File: config.mk
export PLATFORM = sky130hd
export DESIGN_NAME = maxpool_sched
export DESIGN_NICKNAME = d
export VERILOG_FILES = /design/src/rtl/maxpool_sched_pkg.sv /design/src/rtl/maxpool_sched_rail_sync.sv /design/src/rtl/maxpool_sched.sv
export SDC_FILE = /design/constraint.sdc
export NUM_CORES = 1
export LEC_CHECK = 0
export ABC_CLOCK_PERIOD_IN_PS = 3400
export BUFFER_PORTS_ARGS = -buffer_cell sky130_fd_sc_hd__buf_2
export CORE_ASPECT_RATIO = 0.9
export CORE_MARGIN = 1
export CORE_UTILIZATION = 50
export DETAILED_ROUTE_END_ITERATION = 8
export GPL_TIMING_DRIVEN = 0
export PLACE_DENSITY = 0.7
export REMOVE_ABC_BUFFERS = 1
export SYNTH_ARGS = -nofsm -noshare
export SYNTH_HDL_FRONTEND = slang
export SYNTH_SLANG_ARGS = --single-unit
File: constraint.sdc
create_clock -name clk -period 3.4 [get_ports clk]
set_input_delay 0.34 -clock clk [delete_from_list [all_inputs] [get_ports clk]]
set_output_delay 0.34 -clock clk [all_outputs]
set_load 0.005 [all_outputs]
File: src/rtl/maxpool_sched_pkg.sv
// maxpool_sched_pkg: shared widths, rail levels and FSM encoding for the max-pool scheduler.
package maxpool_sched_pkg;
  localparam int BIT_DATA = 8;
  localparam logic ON = 1'b1;
  localparam logic OFF = 1'b0;
  localparam logic [BIT_DATA-1:0] SPACER = '0;
  typedef enum logic [2:0] {COLLECT, ISSUE, WAIT_DATA, ACK_HI, WAIT_RTZ, OUTPUT} state_e;
endpackage

File: src/rtl/maxpool_sched_rail_sync.sv
// rail_sync: flop chain that brings one asynchronous kernel signal into the clk domain.
module rail_sync #(
  parameter int STAGES = 2
) (
  input  logic clk,
  input  logic rst_n,
  input  logic i_d,
  output logic o_q
);
  logic [STAGES-1:0] r_sync;
  always_ff @(posedge clk or negedge rst_n)
    if (!rst_n) r_sync <= '0;
    else r_sync <= (r_sync << 1) | STAGES'(i_d);
  assign o_q = r_sync[STAGES-1];
endmodule

File: src/rtl/maxpool_sched.sv
// maxpool_sched: buffers a pixel stream into 2x2 windows, runs the dual-rail four-phase
// handshake with the max kernel and returns each pooled value on a valid/ready stream.
module maxpool_sched
  import maxpool_sched_pkg::*;
#(
  parameter int DATA_W      = BIT_DATA,
  parameter int IMG_W       = 8,
  parameter int IMG_H       = 8,
  parameter int SYNC_STAGES = 2,
  parameter int TIMEOUT     = 255
) (
  input  logic              clk,
  input  logic              reset_n,
  input  logic              in_valid,
  output logic              in_ready,
  input  logic [DATA_W-1:0] in_data,
  output logic              out_valid,
  input  logic              out_ready,
  output logic [DATA_W-1:0] out_data,
  output logic [DATA_W-1:0] k_x0_t,
  output logic [DATA_W-1:0] k_x0_f,
  output logic [DATA_W-1:0] k_x1_t,
  output logic [DATA_W-1:0] k_x1_f,
  output logic [DATA_W-1:0] k_x2_t,
  output logic [DATA_W-1:0] k_x2_f,
  output logic [DATA_W-1:0] k_x3_t,
  output logic [DATA_W-1:0] k_x3_f,
  input  logic              k_ack_prev,
  input  logic [DATA_W-1:0] k_y_t,
  input  logic [DATA_W-1:0] k_y_f,
  output logic              k_ack_nxt,
  output logic              frame_done,
  output logic              err
);
  localparam int CW = IMG_W > 1 ? $clog2(IMG_W) : 1;
  localparam int RW = IMG_H > 1 ? $clog2(IMG_H) : 1;
  localparam int TW = $clog2(TIMEOUT + 1);

  state_e                   r_state, w_next;
  logic [CW-1:0]            r_col;
  logic [RW-1:0]            r_row;
  logic [DATA_W-1:0]        r_lb [IMG_W];
  logic [DATA_W-1:0]        r_lo, r_out;
  logic [3:0][DATA_W-1:0]   r_x;
  logic                     r_last, r_in_ready, r_err;
  logic [TW-1:0]            r_tmo;
  logic                     w_ack, w_yv, w_ys, w_acc, w_win, w_col_end, w_row_end, w_stay, w_drive;

  rail_sync #(.STAGES(SYNC_STAGES)) u_ack (.clk, .rst_n(reset_n), .i_d(k_ack_prev), .o_q(w_ack));
  rail_sync #(.STAGES(SYNC_STAGES)) u_yv (.clk, .rst_n(reset_n), .i_d(&(k_y_t ^ k_y_f)), .o_q(w_yv));
  rail_sync #(.STAGES(SYNC_STAGES)) u_ys (.clk, .rst_n(reset_n), .i_d(~|(k_y_t | k_y_f)), .o_q(w_ys));

  assign w_acc     = in_valid & r_in_ready;
  assign w_win     = w_acc & r_row[0] & r_col[0];
  assign w_col_end = r_col == CW'(IMG_W - 1);
  assign w_row_end = r_row == RW'(IMG_H - 1);
  assign w_stay    = (r_state == WAIT_DATA || r_state == WAIT_RTZ) && w_next == r_state;

  always_ff @(posedge clk or negedge reset_n)
    if (!reset_n) r_state <= COLLECT;
    else r_state <= w_next;

  always_comb begin
    w_next = r_state;
    unique case (r_state)
      COLLECT:   w_next = w_win ? ISSUE : COLLECT;
      ISSUE:     w_next = WAIT_DATA;
      WAIT_DATA: w_next = (w_ack && w_yv) ? ACK_HI : WAIT_DATA;
      ACK_HI:    w_next = WAIT_RTZ;
      WAIT_RTZ:  w_next = (!w_ack && w_ys) ? OUTPUT : WAIT_RTZ;
      OUTPUT:    w_next = out_ready ? COLLECT : OUTPUT;
      default:   w_next = COLLECT;
    endcase
  end

  // Operands are only on the rails between issue and the kernel's completion.
  always_comb begin
    w_drive    = r_state == ISSUE || r_state == WAIT_DATA;
    k_x0_t     = w_drive ? r_x[0] : DATA_W'(SPACER);
    k_x0_f     = w_drive ? ~r_x[0] : DATA_W'(SPACER);
    k_x1_t     = w_drive ? r_x[1] : DATA_W'(SPACER);
    k_x1_f     = w_drive ? ~r_x[1] : DATA_W'(SPACER);
    k_x2_t     = w_drive ? r_x[2] : DATA_W'(SPACER);
    k_x2_f     = w_drive ? ~r_x[2] : DATA_W'(SPACER);
    k_x3_t     = w_drive ? r_x[3] : DATA_W'(SPACER);
    k_x3_f     = w_drive ? ~r_x[3] : DATA_W'(SPACER);
    k_ack_nxt  = (r_state == ACK_HI || r_state == WAIT_RTZ) ? ON : OFF;
    out_valid  = r_state == OUTPUT;
    frame_done = (r_state == OUTPUT) & out_ready & r_last;
  end

  assign in_ready = r_in_ready;
  assign out_data = r_out;
  assign err      = r_err;

  always_ff @(posedge clk)
    if (w_acc && !r_row[0]) r_lb[r_col] <= in_data;

  always_ff @(posedge clk or negedge reset_n)
    if (!reset_n) begin
      r_col      <= '0;
      r_row      <= '0;
      r_lo       <= '0;
      r_x        <= '0;
      r_last     <= 1'b0;
      r_out      <= '0;
      r_in_ready <= 1'b0;
      r_tmo      <= '0;
      r_err      <= 1'b0;
    end else begin
      r_in_ready <= w_next == COLLECT;
      if (w_acc && r_row[0] && !r_col[0]) r_lo <= in_data;
      if (w_win) begin
        r_x    <= {in_data, r_lo, r_lb[r_col], r_lb[r_col ^ CW'(1)]};
        r_last <= w_row_end & w_col_end;
      end
      if (w_acc) begin
        r_col <= w_col_end ? '0 : r_col + CW'(1);
        if (w_col_end) r_row <= w_row_end ? '0 : r_row + RW'(1);
      end
      if (r_state == WAIT_DATA && w_next == ACK_HI) r_out <= k_y_t;
      r_tmo <= w_stay ? (r_tmo == TW'(TIMEOUT) ? r_tmo : r_tmo + TW'(1)) : '0;
      r_err <= r_err | (w_stay && r_tmo == TW'(TIMEOUT - 1));
    end
endmodule

==> results.cfg, run 1 <==
[run_status]
status = completed

[synthesis]
ys_top_cells_by_area = edfxtp_1, dfrtp_1, mux2_2
yosysUniqueCellTypes = 47
yosys_warnings = 0
synthCells = 418
synthArstFlopShare = 0.5362
synth_area_leader_cell = edfxtp_1
syn_area_per_cell_um2 = 14.38
ys_ff_latch = 138
synth_edf_count = 64
yosysMostFrequentCell = dfrtp_1
yosys-top-cells-count = dfrtp_1, edfxtp_1, nor2_1
syn_area_um2 = 6011
synth_ff_type = dfrtp_1
synth_seq_area_share = 0.6278
synth_top_area_frac = 0.3197

[setup_path]
start_kind = flip-flop
worst_ep_required_time_ns = 3.06
crit_path_max_fanout = 33
critPathKind = reg2out
cp.arrival_ns = 2.73
endpoint_kind = output pin

[die]
dieWidth_um = 117.6
dieHeight_um = 106.0
dieArea_um2 = 12460
initial_core_util = 0.5194
design.core.area_um2 = 11570
io_pins = 106
placementRows = 37

[sta]
fmax_mhz = 325.2
finalSetupViolations = 0
finalHoldViolations = 0
relSlewSlack = 0.1857
fin_crit_sh = 0.9044
worst_pin_slew_ns = 1.221
rsz0062_at_grt = false
clock_skew_ns = 0.009588
setup_tns_ns = 0
finalMaxSlewViolations = 0
period_needed_ns = 3.075

[routing]
totalWireLength_um = 11810
viasPerCell = 5.426
drt_iter0_markers = 160
postRouteAntennaNets = 0
wl_per_cell_um = 17.03
dr.pass1.iters = 4
drc = 0
vias = 3760

[grt]
grt_pass1_wl_um = 19220
grt-ovfl-total = 0
grt_pass1_vias = 3735
track_usage = 0.2057
grt_max_degree = 39
antenna_found_initial = 0

[flow_run]
drv_cap = 0

[pwr]
power_density_nw_per_um2 = 804.4
ir_worst_vdd_mv = 0.4031
power_uw = 5822
total_leakage_power_uw = 0.003327

[layout]
area_growth_pct = 20.42
nets = 567
filler_cell_count = 891
diodes = 0
drive_gt1_frac = 0.3929

[clock_tree]
clkTransAtPathRegs_ns = 0.06
cts_root_buffer = clkbuf_16
numCtsBuffers = 17
htreeDepth = 4
cts_setup_buffers = 0
cts_tree = built
worstSkewPairLatency_ns = 0.42
cts.sinks = 138
clockBufferDepth = 2

[placement]
gp_congestion = 0.7592
port_buffers = 105
dp_hpwl_um = 7687

[min_path]
min_path_type = in2reg
==> per-stage QoR <==
step	util	setup slack [ns]	instances	hold slack, ns	area, um^2
2_1_floorplan	-	0.6312	396	0.04441	5888
3_3_place_gp	0.5710	-1.113	657	0.3336	6609
3_5_place_dp	0.5749	0.1808	659	0.3379	6654
4_1_cts	0.6234	0.09273	692	0.02081	7214
5_1_grt	0.6254	0.05036	693	0.01523	7238
6_report	0.6254	0.3251	693	0.03268	7238
==> power by group <==
part	internal (uW)	switching [uW]
clock network	1000	696
registers	2120	373
logic	890	741
total	4010	1810
==> cells by family after synthesis <==
kind of cell,synth area share
AOI/OAI and AO/OA,0.03164
and+or+nand+nor,0.1147
xor gates and xnor gates,0.001457
muxes,0.1617
DFF,0.6278
adders and majority gates,0.02914
buffers and inverters,0.03351
==> flip-flops by register name, summed over array words and instances (netlist names) <==
signal        count
u_yv.r_sync       2
r_tmo             8
r_col             3
r_x              32
r_row             3
u_ack.r_sync      2
r_state           3
r_last            1
in_ready          1
out_data          8
r_lo              8
err               1
u_ys.r_sync       2
r_lb             64
==> worst max-delay path, cell delays in order, from the launching register on <==
cell and delay, ns:
dfrtp_1 0.77, xor2_4 0.46, buf_8 0.22, nand2_2 0.40, nor2_1 0.30, buf_2 0.15
==> metal layers <==
| metal | GRT usage | part of all wire | up-vias |
|---|---|---|---|
| met5 | 0 | 0 | - |
| met4 | 0.09249 | 0.015 | 0 |
| met3 | 0.04667 | 0.038 | 13 |
| met2 | 0.3318 | 0.50 | 82 |
| met1 | 0.2685 | 0.45 | 1914 |
| li1 | - | - | 1751 |
==> layout by cell type (no fill, tap or decap), types with 5 or more instances in the layout <==
master | synthesis | routed
nor2_1 | 45 | 45
buf_2 | 8 | 104
edfxtp_1 | 64 | 64
mux2_2 | 43 | 43
dfrtp_1 | 74 | 74
and3_1 | 36 | 36
mux4_2 | 14 | 14
ha_1 | 14 | 14
inv_1 | 21 | 21
nand2b_1 | 5 | 5
mux2_4 | 8 | 8
nand3_1 | 5 | 5
nand2_1 | 13 | 12
clkbuf_16 | 0 | 17
nand4_1 | 5 | 5
==> what timing repair did <==
| item | CTS | global route |
|---|---|---|
| hold buffers | 1 | 0 |
| resized for setup | 1 | 1 |
| endpoints found under the hold margin | 36 | 0 |
| endpoints found under the setup margin | 32 | 24 |
| cloned | 0 | 0 |
| pin swaps | 0 | 0 |
==> final timing paths <==
kind,startpoint,end,slack (ns),cells past startpoint
max in group asynchronous,reset_n,r_x[22]$_DFFE_PN0N_,2.38,3
min in group asynchronous,reset_n,out_data[2]$_DFFE_PN0P_,0.44,2
hold / removal,k_ack_prev,u_ack.r_sync[0]$_DFF_PN0_,0.03,1
setup reg to reg,r_col[1]$_DFFE_PN0N_,r_lb[2][6]$_DFFE_PP_,0.98,2
setup / recovery,r_state[0]$_DFF_PN0_,k_x0_f[2],0.33,5
hold reg to reg,u_ack.r_sync[0]$_DFF_PN0_,u_ack.r_sync[1]$_DFF_PN0_,0.35,0
==> cell type report <==
| cell class | count | area, um^2 | share of cell area |
|---|---|---|---|
| inverters | 21 | 78.83 | 0.01089 |
| flip-flops and latches | 138 | 3774 | 0.5213 |
| well taps | 156 | 195.2 | 0.02697 |
| clock buffers | 17 | 425.4 | 0.05877 |
| repair buffers | 109 | 580.6 | 0.08021 |
| multi-input cells | 237 | 2062 | 0.2849 |
| clock inverters | 15 | 122.6 | 0.01694 |
No activity file was read; power rests on OpenSTA's default activity.
==> inputs of run 2 (changes only) <==
--- a/config.mk
+++ b/config.mk
@@ -7,7 +7,6 @@
 export LEC_CHECK = 0
 export ABC_CLOCK_PERIOD_IN_PS = 3400
 export BUFFER_PORTS_ARGS = -buffer_cell sky130_fd_sc_hd__buf_2
-export CORE_ASPECT_RATIO = 0.9
 export CORE_MARGIN = 1
 export CORE_UTILIZATION = 50
 export DETAILED_ROUTE_END_ITERATION = 8
==> run 2 against run 1 <==
The flow now finishes with violations (design-rule violations). Critical path depth shrank 1. Routed wire length down 1.4%. Final cell count fell by 2.0%. Sequential power hardly changed. Worst hold slack improved by 0.0028 ns. Clock power increased by 10%. Total power rose by 2.4%. Highest routed layer unchanged.
==> results.cfg, run 2 (synthesis results as in run 1) <==
[setup_path]
cpMaxStageDelayCell = inv_1
reg2reg_to = r_lb[1][1]$_DFFE_PP_
endpoint_kind = output pin
critPathKind = reg2out
critPathMaxStageDelay_ns = 0.72
reg2reg_from = r_col[1]$_DFFE_PN0N_
critPathLaunch = r_state[2]$_DFF_PN0_
crit_path_max_fanout = 36
ff2ff_path_depth = 1
worst_ep_required_time_ns = 3.06
cp.arrival_ns = 2.71
endpoint = k_x3_f[2]
start_kind = flip-flop
crit_chain = inv_1 -> nand2_2 -> nor2_1 -> buf_2
r2r_setup_slack_ns = 0.99

[die]
io_pins = 106
initial_core_util = 0.5197
dieHeight_um = 111.6
placementRows = 39
dieWidth_um = 111.6
design.core.area_um2 = 11560
dieArea_um2 = 12460

[layout]
layout_common_cells = buf_2, dfrtp_1, edfxtp_1
drive_gt1_frac = 0.3974
final_common_cell = buf_2
largest_reg_flops = 64
area_growth_pct = 20.86
largestRegisters = r_lb (64), r_x (32)
largest_register = r_lb
diodes = 0
fin_area_um2 = 7264
nets = 566

[pwr]
power_density_nw_per_um2 = 821.1
total_leakage_power_uw = 0.003351
power_uw = 5965
ir_worst_vdd_mv = 0.4652

[placement]
place_area_um2 = 6645
dp_hpwl_um = 7496
gp_congestion = 0.7567
port_buffers = 105

[grt]
grt_pass1_vias = 3736
grt_max_degree = 71
grt-ovfl-total = 0
antenna_found_initial = 0
track_usage = 0.2021
grt_pass1_wl_um = 19290

[sta]
relSlewSlack = 0.1396
holdWs_ns = 0.03547
finalHoldViolations = 0
clock_skew_ns = 0.01043
period_needed_ns = 3.052
fin_crit_sh = 0.8975
finalMaxSlewViolations = 0
rsz0062_at_grt = false
worst_pin_slew_ns = 1.281
fmax_mhz = 327.7
finalSetupViolations = 0

[routing]
dr.pass1.iters = 6
totalWireLength_um = 11640
vias = 3709
drc = 16
drt_iter0_markers = 205
viasPerCell = 5.462
postRouteAntennaNets = 0
wl_per_cell_um = 17.14

[min_path]
min_path_type = in2reg

[clock_tree]
cts.sinks = 138
cts_root_buffer = clkbuf_16
numCtsBuffers = 17
clockBufferDepth = 2
clkTransAtPathRegs_ns = 0.06
cts_tree = built
cts_setup_buffers = 0
htreeDepth = 4
worstSkewPairLatency_ns = 0.41

[run_status]
failed_checks = design-rule violations
status = finished with violations

[flow_run]
drv_cap = 0
-- run 2: cell types whose count changed in the layout (fill, tap and decap cells not counted), sizes merged --
cell / before / now
clkinv: 7 / 2
clkinvlp: 3 / 2
bufinv: 1 / 2
buf: 108 / 107
inv: 25 / 30
-- run 2: final cells by class --
type / instances / area, um^2
Inverter: 21 / 78.83
Tap cell: 143 / 178.9
Multi-Input combinational cell: 237 / 2051
Clock buffer: 17 / 425.4
Timing Repair Buffer: 108 / 580.6
Clock inverter: 15 / 176.4
Sequential cell: 138 / 3774
Fill cell: 856 / 4300
-- run 2: worst min-delay path by stage --
stage                        startpoint                        end  slack (ns)  cells past startpoint
2_1_floorplan                   reset_n              err$_DFF_PN0_        0.04                      0
3_3_place_gp   u_ys.r_sync[0]$_DFF_PN0_   u_ys.r_sync[1]$_DFF_PN0_        0.34                      0
3_5_place_dp                    reset_n    out_data[1]$_DFFE_PN0P_        0.16                      1
4_1_cts                      k_ack_prev  u_ack.r_sync[0]$_DFF_PN0_        0.02                      1
5_1_grt                      k_ack_prev  u_ack.r_sync[0]$_DFF_PN0_        0.02                      1
6_report                     k_ack_prev  u_ack.r_sync[0]$_DFF_PN0_        0.04                      1
-- run 2: worst max-delay path: cells and delay by family, from the launching register on --
| family | cells | cell delay (ns) |
|---|---|---|
| buffers and inverters | 2 | 0.87 |
| DFF | 1 | 0.45 |
| and+or+nand+nor | 2 | 0.96 |
-- run 2: layer usage --
| metal | track usage | vias to the layer above | share of wire |
|---|---|---|---|
| li1 | - | 1747 | - |
| met1 | 0.2702 | 1889 | 0.46 |
| met2 | 0.3304 | 67 | 0.51 |
| met3 | 0.04355 | 6 | 0.029 |
| met4 | 0.06757 | 0 | 0.0089 |
| met5 | 0 | - | 0 |
-- run 2: repair_timing --
item	CTS	global route
hold buffers	1	0
gates resized for setup	1	0
hold endpoints to repair	4	0
setup endpoints to repair	32	0
-- run 2: report_power, final --
part | switching (uW) | internal, uW | total, uW
logic | 735 | 881 | 1620
clock network | 758 | 1110 | 1870
registers | 362 | 2120 | 2480
total | 1860 | 4110 | 5960
-- run 2: through the flow --
stage                     setup TNS [ns]  cells  setup WS, ns  utilization
final                                  0    679        0.3484       0.6282
after floorplan                        0    396        0.6312            -
after global placement            -28.85    644        -1.003       0.5701
after CTS                              0    679        0.2676       0.6277
after global routing                   0    679       0.08078       0.6282
after detailed placement               0    646        0.3313       0.5746
